==> config.mk <==
export PLATFORM = sky130hd
export DESIGN_NAME = grey2rgb_unpack
export DESIGN_NICKNAME = d
export VERILOG_FILES = /design/src/rtl/grey2rgb_unpack.sv
export SDC_FILE = /design/constraint.sdc
export NUM_CORES = 1
export LEC_CHECK = 0
export ABC_CLOCK_PERIOD_IN_PS = 4400
export BUFFER_PORTS_ARGS = -buffer_cell sky130_fd_sc_hd__buf_2
export CAP_MARGIN = 20
export CORE_MARGIN = 2
export CORE_UTILIZATION = 49
export DETAILED_ROUTE_END_ITERATION = 7
export GPL_TIMING_DRIVEN = 0
export PLACE_DENSITY_LB_ADDON = 0.08
export RECOVER_POWER = 50
export SYNTH_ARGS = -nofsm -noshare
export SYNTH_HDL_FRONTEND = slang
export SYNTH_SLANG_ARGS = --single-unit
export TNS_END_PERCENT = 30
==> constraint.sdc <==
create_clock -name clk -period 4.4 [get_ports clk]
set_input_delay 0.88 -clock clk [delete_from_list [all_inputs] [get_ports clk]]
set_output_delay 0.88 -clock clk [all_outputs]
set_load 0.01 [all_outputs]
==> src/rtl/grey2rgb_unpack.sv <==
// Unpacks four 8-bit grey pixels per 32-bit word into a registered RGB pixel stream,
// with an optional per-word heat-map colouring.
module grey2rgb_unpack #(
  parameter bit HEAT_EN = 1'b1
) (
  input  logic        clk,
  input  logic        rst,
  input  logic [31:0] word_in,
  input  logic        word_valid,
  input  logic        heat,
  output logic        word_ready,
  output logic [7:0]  red,
  output logic [7:0]  green,
  output logic [7:0]  blue,
  output logic        pix_valid,
  output logic        pix_last,
  input  logic        pix_ready
);

  logic [31:0] r_word;
  logic        r_heat;
  logic [1:0]  r_idx;
  logic        r_valid;
  logic        r_last;
  logic [7:0]  r_red;
  logic [7:0]  r_green;
  logic [7:0]  r_blue;

  logic        w_word_ready;
  logic        w_accept;
  logic        w_advance;
  logic [1:0]  w_next_idx;
  logic [7:0]  w_src_byte;
  logic        w_src_heat;
  logic [23:0] w_rgb;

  function automatic logic [7:0] f_byte(input logic [31:0] word, input logic [1:0] idx);
    logic [7:0] b;
    case (idx)
      2'd0:    b = word[7:0];
      2'd1:    b = word[15:8];
      2'd2:    b = word[23:16];
      default: b = word[31:24];
    endcase
    return b;
  endfunction

  // Four 64-wide ramps; the ramp term {g[5:0],00} is 4*(g - region base), never above 252.
  function automatic logic [23:0] f_colour(input logic [7:0] g, input logic hm);
    logic [7:0]  ramp;
    logic [23:0] rgb;
    ramp = {g[5:0], 2'b00};
    if (!hm) begin
      rgb = {g, g, g};
    end else begin
      case (g[7:6])
        2'b00:   rgb = {8'd0, 8'd0, ramp};
        2'b01:   rgb = {8'd0, ramp, 8'd255};
        2'b10:   rgb = {ramp, 8'd255, 8'd255 - ramp};
        default: rgb = {8'd255, 8'd255 - ramp, 8'd0};
      endcase
    end
    return rgb;
  endfunction

  assign w_word_ready = !r_valid || (r_valid && pix_ready && r_last);
  assign w_accept     = word_valid && w_word_ready;
  assign w_advance    = r_valid && pix_ready && !r_last;

  // Pick the pixel to present next: byte 0 of a fresh word, or the next stored byte.
  always_comb begin
    w_next_idx = 2'd0;
    w_src_byte = 8'd0;
    w_src_heat = 1'b0;
    if (w_accept) begin
      w_next_idx = 2'd0;
      w_src_byte = word_in[7:0];
      w_src_heat = heat && HEAT_EN;
    end else begin
      w_next_idx = r_idx + 2'd1;
      w_src_byte = f_byte(r_word, w_next_idx);
      w_src_heat = r_heat;
    end
  end

  assign w_rgb = f_colour(w_src_byte, w_src_heat);

  // Word latch, pixel index and registered colour outputs.
  always_ff @(posedge clk or posedge rst) begin
    if (rst) begin
      r_word  <= 32'd0;
      r_heat  <= 1'b0;
      r_idx   <= 2'd0;
      r_valid <= 1'b0;
      r_last  <= 1'b0;
      r_red   <= 8'd0;
      r_green <= 8'd0;
      r_blue  <= 8'd0;
    end else begin
      if (w_accept) begin
        r_word <= word_in;
        r_heat <= heat && HEAT_EN;
      end
      if (w_accept || w_advance) begin
        r_idx   <= w_next_idx;
        r_valid <= 1'b1;
        r_last  <= (w_next_idx == 2'd3);
        r_red   <= w_rgb[23:16];
        r_green <= w_rgb[15:8];
        r_blue  <= w_rgb[7:0];
      end else if (r_valid && pix_ready) begin
        r_valid <= 1'b0;
        r_last  <= 1'b0;
      end
    end
  end

  assign word_ready = w_word_ready;
  assign red        = r_red;
  assign green      = r_green;
  assign blue       = r_blue;
  assign pix_valid  = r_valid;
  assign pix_last   = r_last;

endmodule

==> results.cfg, run 1 <==
[outcome]
status = complete, but fails checks
violations = max-capacitance violations, max-slew violations

[synth]
synth_edf_count = 0
ys_ff_latch = 61
yosysUniqueCellTypes = 47
syn_nets = 399
syn-cell-area_um2 = 3200
syn-instance-count = 353
yosys_warnings = 0
ys_seq_area_share_pct = 47.7
avgSynthCellArea_um2 = 9.06
synth_flop_cell = dfrtp_1
async_flop_share_pct = 100

[placed_design]
place.gp.congestion = 0.857
io_buffers = 63
dp.final_hpwl_um = 6060
dp_cells = 494
place_area_um2 = 3630

[clocking]
cts.hold.buffers_added = 0
clock_latency_ns = 0.34
clock_sinks = 61
htreeDepth = 3
numCtsBuffers = 9
cts_setup_buffers = 0
cts_buffer_depth = 2
cts-root-buf = clkbuf_8
ctsResizeCount = 0
clkTransAtPathRegs_ns = 0.07
cts_tree = built

[sta]
drv_slew = 35
rsz0062_at_grt = no
min_period_over_period_pct = 80.0
period_minus_slack_ns = 3.52
worst_slew_pin_slew_ns = 1.80
setup_viol = 0
finalHoldViolCount = 0
skew_ns = 0.0123
maxSlewHeadroom_pct = -19.9
fmax_ghz = 0.284
final.setup.tns_ns = 0

[floorplanning]
die-area_um2 = 7190
row_count = 29
initial_core_util_pct = 50.6
io_pins = 64
die_x_um = 84.8
die_h_um = 84.8
core-area_um2 = 6310

[setup_path]
cp_slowest_cell = or2_2
cp_data_arrival_time_ns = 3.74
startpoint_type = primary input
worstRegToRegCells = 15
critPathMaxStageDelay_ns = 0.30
path_max_fanout = 10
r2r_start = r_idx[1]$_DFFE_PP0P_
worst-setup-path-type = primary input to flip-flop
endpoint_kind = flip-flop
crit_chain = clkbuf_1, a21bo_1, and2_4, buf_6, buf_6, buf_2, o21a_1, inv_1, ha_1, buf_2, or2_2, clkbuf_1, a221o_1, a31oi_1, nor2_1
cp.required_ns = 4.62
crit_start = pix_ready

[min_path]
hp-start = r_word[27]$_DFFE_PP0P_
hold_path_class = flip-flop to flip-flop
hold_depth = 2

[drt]
dr.pass1.iters = 5
wirelength_um = 8110
drc_errors = 0
vias = 2824
dr.first_iter.drc_count = 215
vias_per_cell = 5.55
antenna_left = 0
wire_per_inst_um = 15.9

[final_layout]
finish.utilization_pct = 59.8
fin_nets = 474
final_cells = 509
nFillCells = 609
drive_above_1_share_pct = 21.5
area_growth_pct = 18.2
design_area_um2 = 3780
num_antenna_cells = 0
final-seq-area_um2 = 1530
multiInputGateArea_um2 = 1500

[global_route]
grt_max_degree = 35
overflow = 0
grt_pass1_wl_um = 13700
antenna_found_initial = 0
first_global_vias = 2834
grt_usage_pct = 24.5

[power]
p_leak_uw = 0.00191
powerDensity_nw_per_um2 = 866
peakVddDrop_v = 0.000479

[job]
drv_cap = 1
cell usage in the layout (no fill, tap or decap), drive strengths merged, types with 2 or more instances in the layout:
cell     count
a211o        2
o22ai        4
o211a        3
mux2i        4
a221oi       4
nand2      111
a21oi       22
inv         12
or2          2
nand2b       3
a222oi       4
a22o         7
mux2         5
a221o        4
a31oi        5
ha           9
o21ai       17
nor2b        4
buf         62
clkbuf      33
nand3        5
o21a         3
nor2        25
a2bb2oi      3
clkinv       2
a22oi        4
dfrtp       61
and2         2
registers in the layout, summed over array words and instances, names as in the netlist:
register	cells
pix_last	1
r_word	32
blue	8
green	8
r_heat	1
red	8
r_idx	2
pix_valid	1
per-stage QoR:
stage | setup WS, ns | power [uW] | hold WS [ns]
after floorplan | 1.16 | 2270 | 0.440
final | 0.879 | 3270 | 0.480
after global placement | 0.727 | 2720 | 0.456
after CTS | 1.02 | 3290 | 0.480
after global routing | 0.679 | 3540 | 0.507
after detailed placement | 0.677 | 2770 | 0.463
kinds of logic (layout without fill, tap and decap cells):
logic type	count (synthesis)	count (layout)	share of synthesized area [%]
fa+ha+maj	9	9	3.52
flops	61	61	47.7
compound gates	87	87	20.8
buf+inv	32	111	4.74
simple gates	155	155	19.6
mux	9	9	3.52
cell usage after synthesis, types with 2 or more instances:
cell | count | area, um^2
a211o_1 | 2 | 17.5
a21oi_1 | 20 | 100
a21oi_4 | 2 | 32.5
a221o_1 | 4 | 40.0
a221oi_1 | 2 | 17.5
a221oi_2 | 2 | 30.0
a222oi_1 | 4 | 40.0
a22o_1 | 6 | 52.6
a22oi_1 | 4 | 30.0
a2bb2oi_1 | 3 | 26.3
a31oi_1 | 5 | 31.3
buf_2 | 4 | 20.0
buf_6 | 3 | 33.8
clkbuf_1 | 11 | 41.3
dfrtp_1 | 61 | 1530
ha_1 | 9 | 113
inv_1 | 11 | 41.3
mux2_2 | 4 | 45.0
mux2i_1 | 3 | 30.0
nand2_1 | 111 | 417
nand2b_1 | 3 | 18.8
nand3_1 | 5 | 25.0
nor2_1 | 25 | 93.8
nor2b_1 | 4 | 25.0
o211a_4 | 2 | 35.0
o21a_1 | 3 | 22.5
o21ai_0 | 14 | 70.1
o21ai_1 | 3 | 15.0
o22ai_1 | 4 | 25.0
or2_2 | 2 | 12.5
final timing paths:
check	end	slack [ns]
max	green[6]$_DFFE_PP0P_	0.88
min	r_word[27]$_DFFE_PP0P_	0.48
max reg2reg	green[6]$_DFFE_PP0P_	0.99
min reg2reg	r_word[27]$_DFFE_PP0P_	0.48
max in group asynchronous	red[7]$_DFFE_PP0P_	1.40
min in group asynchronous	green[6]$_DFFE_PP0P_	0.79
critical path: cells and delay by family:
family / cells / cell delay [ns]
buf+inv: 7 / 1.08
fa+ha+maj: 1 / 0.18
simple gates: 3 / 0.56
compound gates: 4 / 1.03
metal layers:
metal / vias up / track usage [%] / wire length, um
li1: 1357 / - / -
met1: 1361 / 35.0 / 3890
met2: 94 / 36.8 / 3640
met3: 12 / 6.39 / 446
met4: 0 / 7.22 / 129
met5: - / 0 / 0
final cells by class:
class | count | area share (%)
sequential | 61 | 40.4
clock buffer | 11 | 4.01
timing repair buffer | 64 | 8.15
inverter | 12 | 1.19
buffer | 20 | 2.72
tap | 77 | 2.55
multi-input combinational | 260 | 39.7
clock inverter | 4 | 1.26
power breakdown:
group,switching (uW),leakage [uW],total [uW],internal [uW]
Clock,216,0.000101,503,287
Sequential,159,0.000747,992,833
Combinational,1040,0.00106,1780,733
(Power assumes the default switching activity.)
==> run 2, diff against run 1 <==
- ABC_AREA: not set -> 1
- ABC_CLOCK_PERIOD_IN_PS: 4400 -> 3180
- clock period: 4.4 -> 3.18 ns (I/O delays scaled with it)
==> run 2 against run 1 <==
The flow still finishes with violations (max-capacitance violations, max-slew violations). Core utilization up 0.44 points. Clock power is 36% higher. Power is 36% higher. Register-to-register slack worse by 0.63 ns. Critical path type is now flip-flop to flip-flop. Largest cell class unchanged.
==> results.cfg, run 2 <==
[outcome]
status = complete, but fails checks
violations = max-capacitance violations, max-slew violations

[synth]
yosysUniqueCellTypes = 17
synth_flop_cell = dfrtp_1
ys_seq_area_share_pct = 47.7
synth_most_common_cell = nand2_1
synth_top_area_share_pct = 47.7
syn-cell-area_um2 = 3200
synth.area.top_cells = dfrtp_1 48%, nand2_1 21%, a21oi_1 5.6%, nor2_1 4.2%, inv_1 3.8%
ys_ff_latch = 61
avgSynthCellArea_um2 = 7.54
synth_edf_count = 0
synth_top_area_cell = dfrtp_1
syn_nets = 470
async_flop_share_pct = 100
syn-instance-count = 424
yosys-top-cells-count = 178 x nand2_1, 61 x dfrtp_1, 36 x a21oi_1, 36 x nor2_1, 32 x inv_1
yosys_warnings = 0

[power]
p_leak_uw = 0.00212
totalPowerFinal_uw = 4450
peakVddDrop_v = 0.000574
powerDensity_nw_per_um2 = 1170

[floorplanning]
die_h_um = 84.8
die-area_um2 = 7190
initial_core_util_pct = 50.7
row_count = 29
core-area_um2 = 6310
io_pins = 64
die_x_um = 84.8

[placed_design]
io_buffers = 63
dp.final_hpwl_um = 5680
place.gp.congestion = 0.834
dp_cells = 565
place_area_um2 = 3630

[clocking]
clock_latency_ns = 0.34
numCtsBuffers = 9
cts_buffer_depth = 2
clkTransAtPathRegs_ns = 0.07
cts_tree = built
clock_sinks = 61
htreeDepth = 3
cts.hold.buffers_added = 0
cts-root-buf = clkbuf_8

[drt]
dr.first_iter.drc_count = 104
drc_errors = 0
wirelength_um = 7450
vias = 2868
dr.pass1.iters = 4
vias_per_cell = 4.94
antenna_left = 0
wire_per_inst_um = 12.8

[min_path]
hp-start = r_word[20]$_DFFE_PP0P_
hold_path_class = flip-flop to flip-flop

[setup_path]
rrSetupSlack_ns = 0.36
crit_start = r_idx[1]$_DFFE_PP0P_
cp_data_arrival_time_ns = 3.03
cp.required_ns = 3.39
cp_slowest_cell = dfrtp_1
path_max_fanout = 8
crit_chain = inv_1, ha_1, clkbuf_1, nand2_1, nand2_1, nor2_1, o21ai_2, inv_1, ha_1, nor2_2, nor2_1, o21ai_0, a21oi_1
crit_family = simple AND/OR/NAND/NOR gates
worst-setup-path-type = flip-flop to flip-flop
critPathMaxStageDelay_ns = 0.40
r2r_start = r_idx[1]$_DFFE_PP0P_
path_buf_inv = 3
endpoint_kind = flip-flop
startpoint_type = flip-flop

[global_route]
antenna_found_initial = 0
overflow = 0
grt_pass1_wl_um = 12700
grt_usage_pct = 22.3
grt_max_degree = 38
first_global_vias = 2796

[final_layout]
largest_register_ffs = 32
design_area_um2 = 3800
largest-register = r_word
fin_nets = 545
final_cells = 581
final_cell_mix = 180 x nand2_1, 66 x buf_2, 61 x dfrtp_1
drive_above_1_share_pct = 20.0
area_growth_pct = 19.0
final_common_cell = nand2_1
num_antenna_cells = 0

[sta]
period_minus_slack_ns = 2.82
finalHoldViolCount = 0
setup_viol = 0
rsz0062_at_grt = no
fin_hold_ws_ns = 0.479
skew_ns = 0.00866
drv_slew = 38
fmax_ghz = 0.354
final.setup.tns_ns = 0
maxSlewHeadroom_pct = -6.97
worst_slew_pin_slew_ns = 1.60
min_period_over_period_pct = 88.7

[job]
drv_cap = 1
run 2: cell type report:
cell class              count  area, um^2
repair buffers             64         328
inverters                  34         128
clock buffers              12         145
clock inverters             4        47.5
flip-flops and latches     61        1530
plain buffers              16         101
well taps                  77        96.3
multi-input cells         313        1430
fillers                   611        2510
run 2: worst paths after layout:
kind | endpoint | cells after the start
max | red[7]$_DFFE_PP0P_ | 13
min | r_word[20]$_DFFE_PP0P_ | 2
max reg2reg | red[7]$_DFFE_PP0P_ | 13
min reg2reg | r_word[20]$_DFFE_PP0P_ | 2
max in group asynchronous | r_word[21]$_DFFE_PP0P_ | 3
min in group asynchronous | r_idx[0]$_DFFE_PP0P_ | 2
run 2: repair_timing:
item | CTS | global route
setup buffers | 0 | 0
resized for setup | 0 | 1
endpoints found under the setup margin | 0 | 6
run 2: cells by family after synthesis:
| kind of cell | after synthesis | share of synthesized area [%] |
|---|---|---|
| flip-flops | 61 | 47.7 |
| adder cells (fa/ha/maj) | 9 | 3.52 |
| buffers and inverters | 50 | 7.24 |
| AO/OA/AOI/OAI | 65 | 11.5 |
| AND/OR/NAND/NOR | 239 | 30.0 |
run 2: where the power goes:
part           internal (uW)  switching, uW  total, uW
combinational            871           1560       2430
sequential              1160            184       1340
clock                    381            301        682
run 2: stage by stage:
step	utilization (%)	setup slack, ns
after floorplan	-	0.758
after global placement	57.2	0.227
after detailed placement	57.5	0.221
after CTS	60.5	0.225
after global routing	60.3	0.0342
final	60.3	0.358
run 2: worst reg2reg max path, stage by stage, from the launching register on:
cell and delay (ns):
dfrtp_1 0.40, inv_1 0.10, ha_1 0.19, clkbuf_1 0.30
nand2_1 0.14, nand2_1 0.08, nor2_1 0.05, o21ai_2 0.27
inv_1 0.11, ha_1 0.31, nor2_2 0.32, nor2_1 0.19
o21ai_0 0.14, a21oi_1 0.10
run 2: layer usage:
metal,GRT usage (%),part of all wire [%],vias to the layer above
met5,0,0,-
met4,7.50,1.5,0
met3,5.51,4.1,11
met2,36.7,47,62
met1,29.0,48,1321
li1,-,-,1474
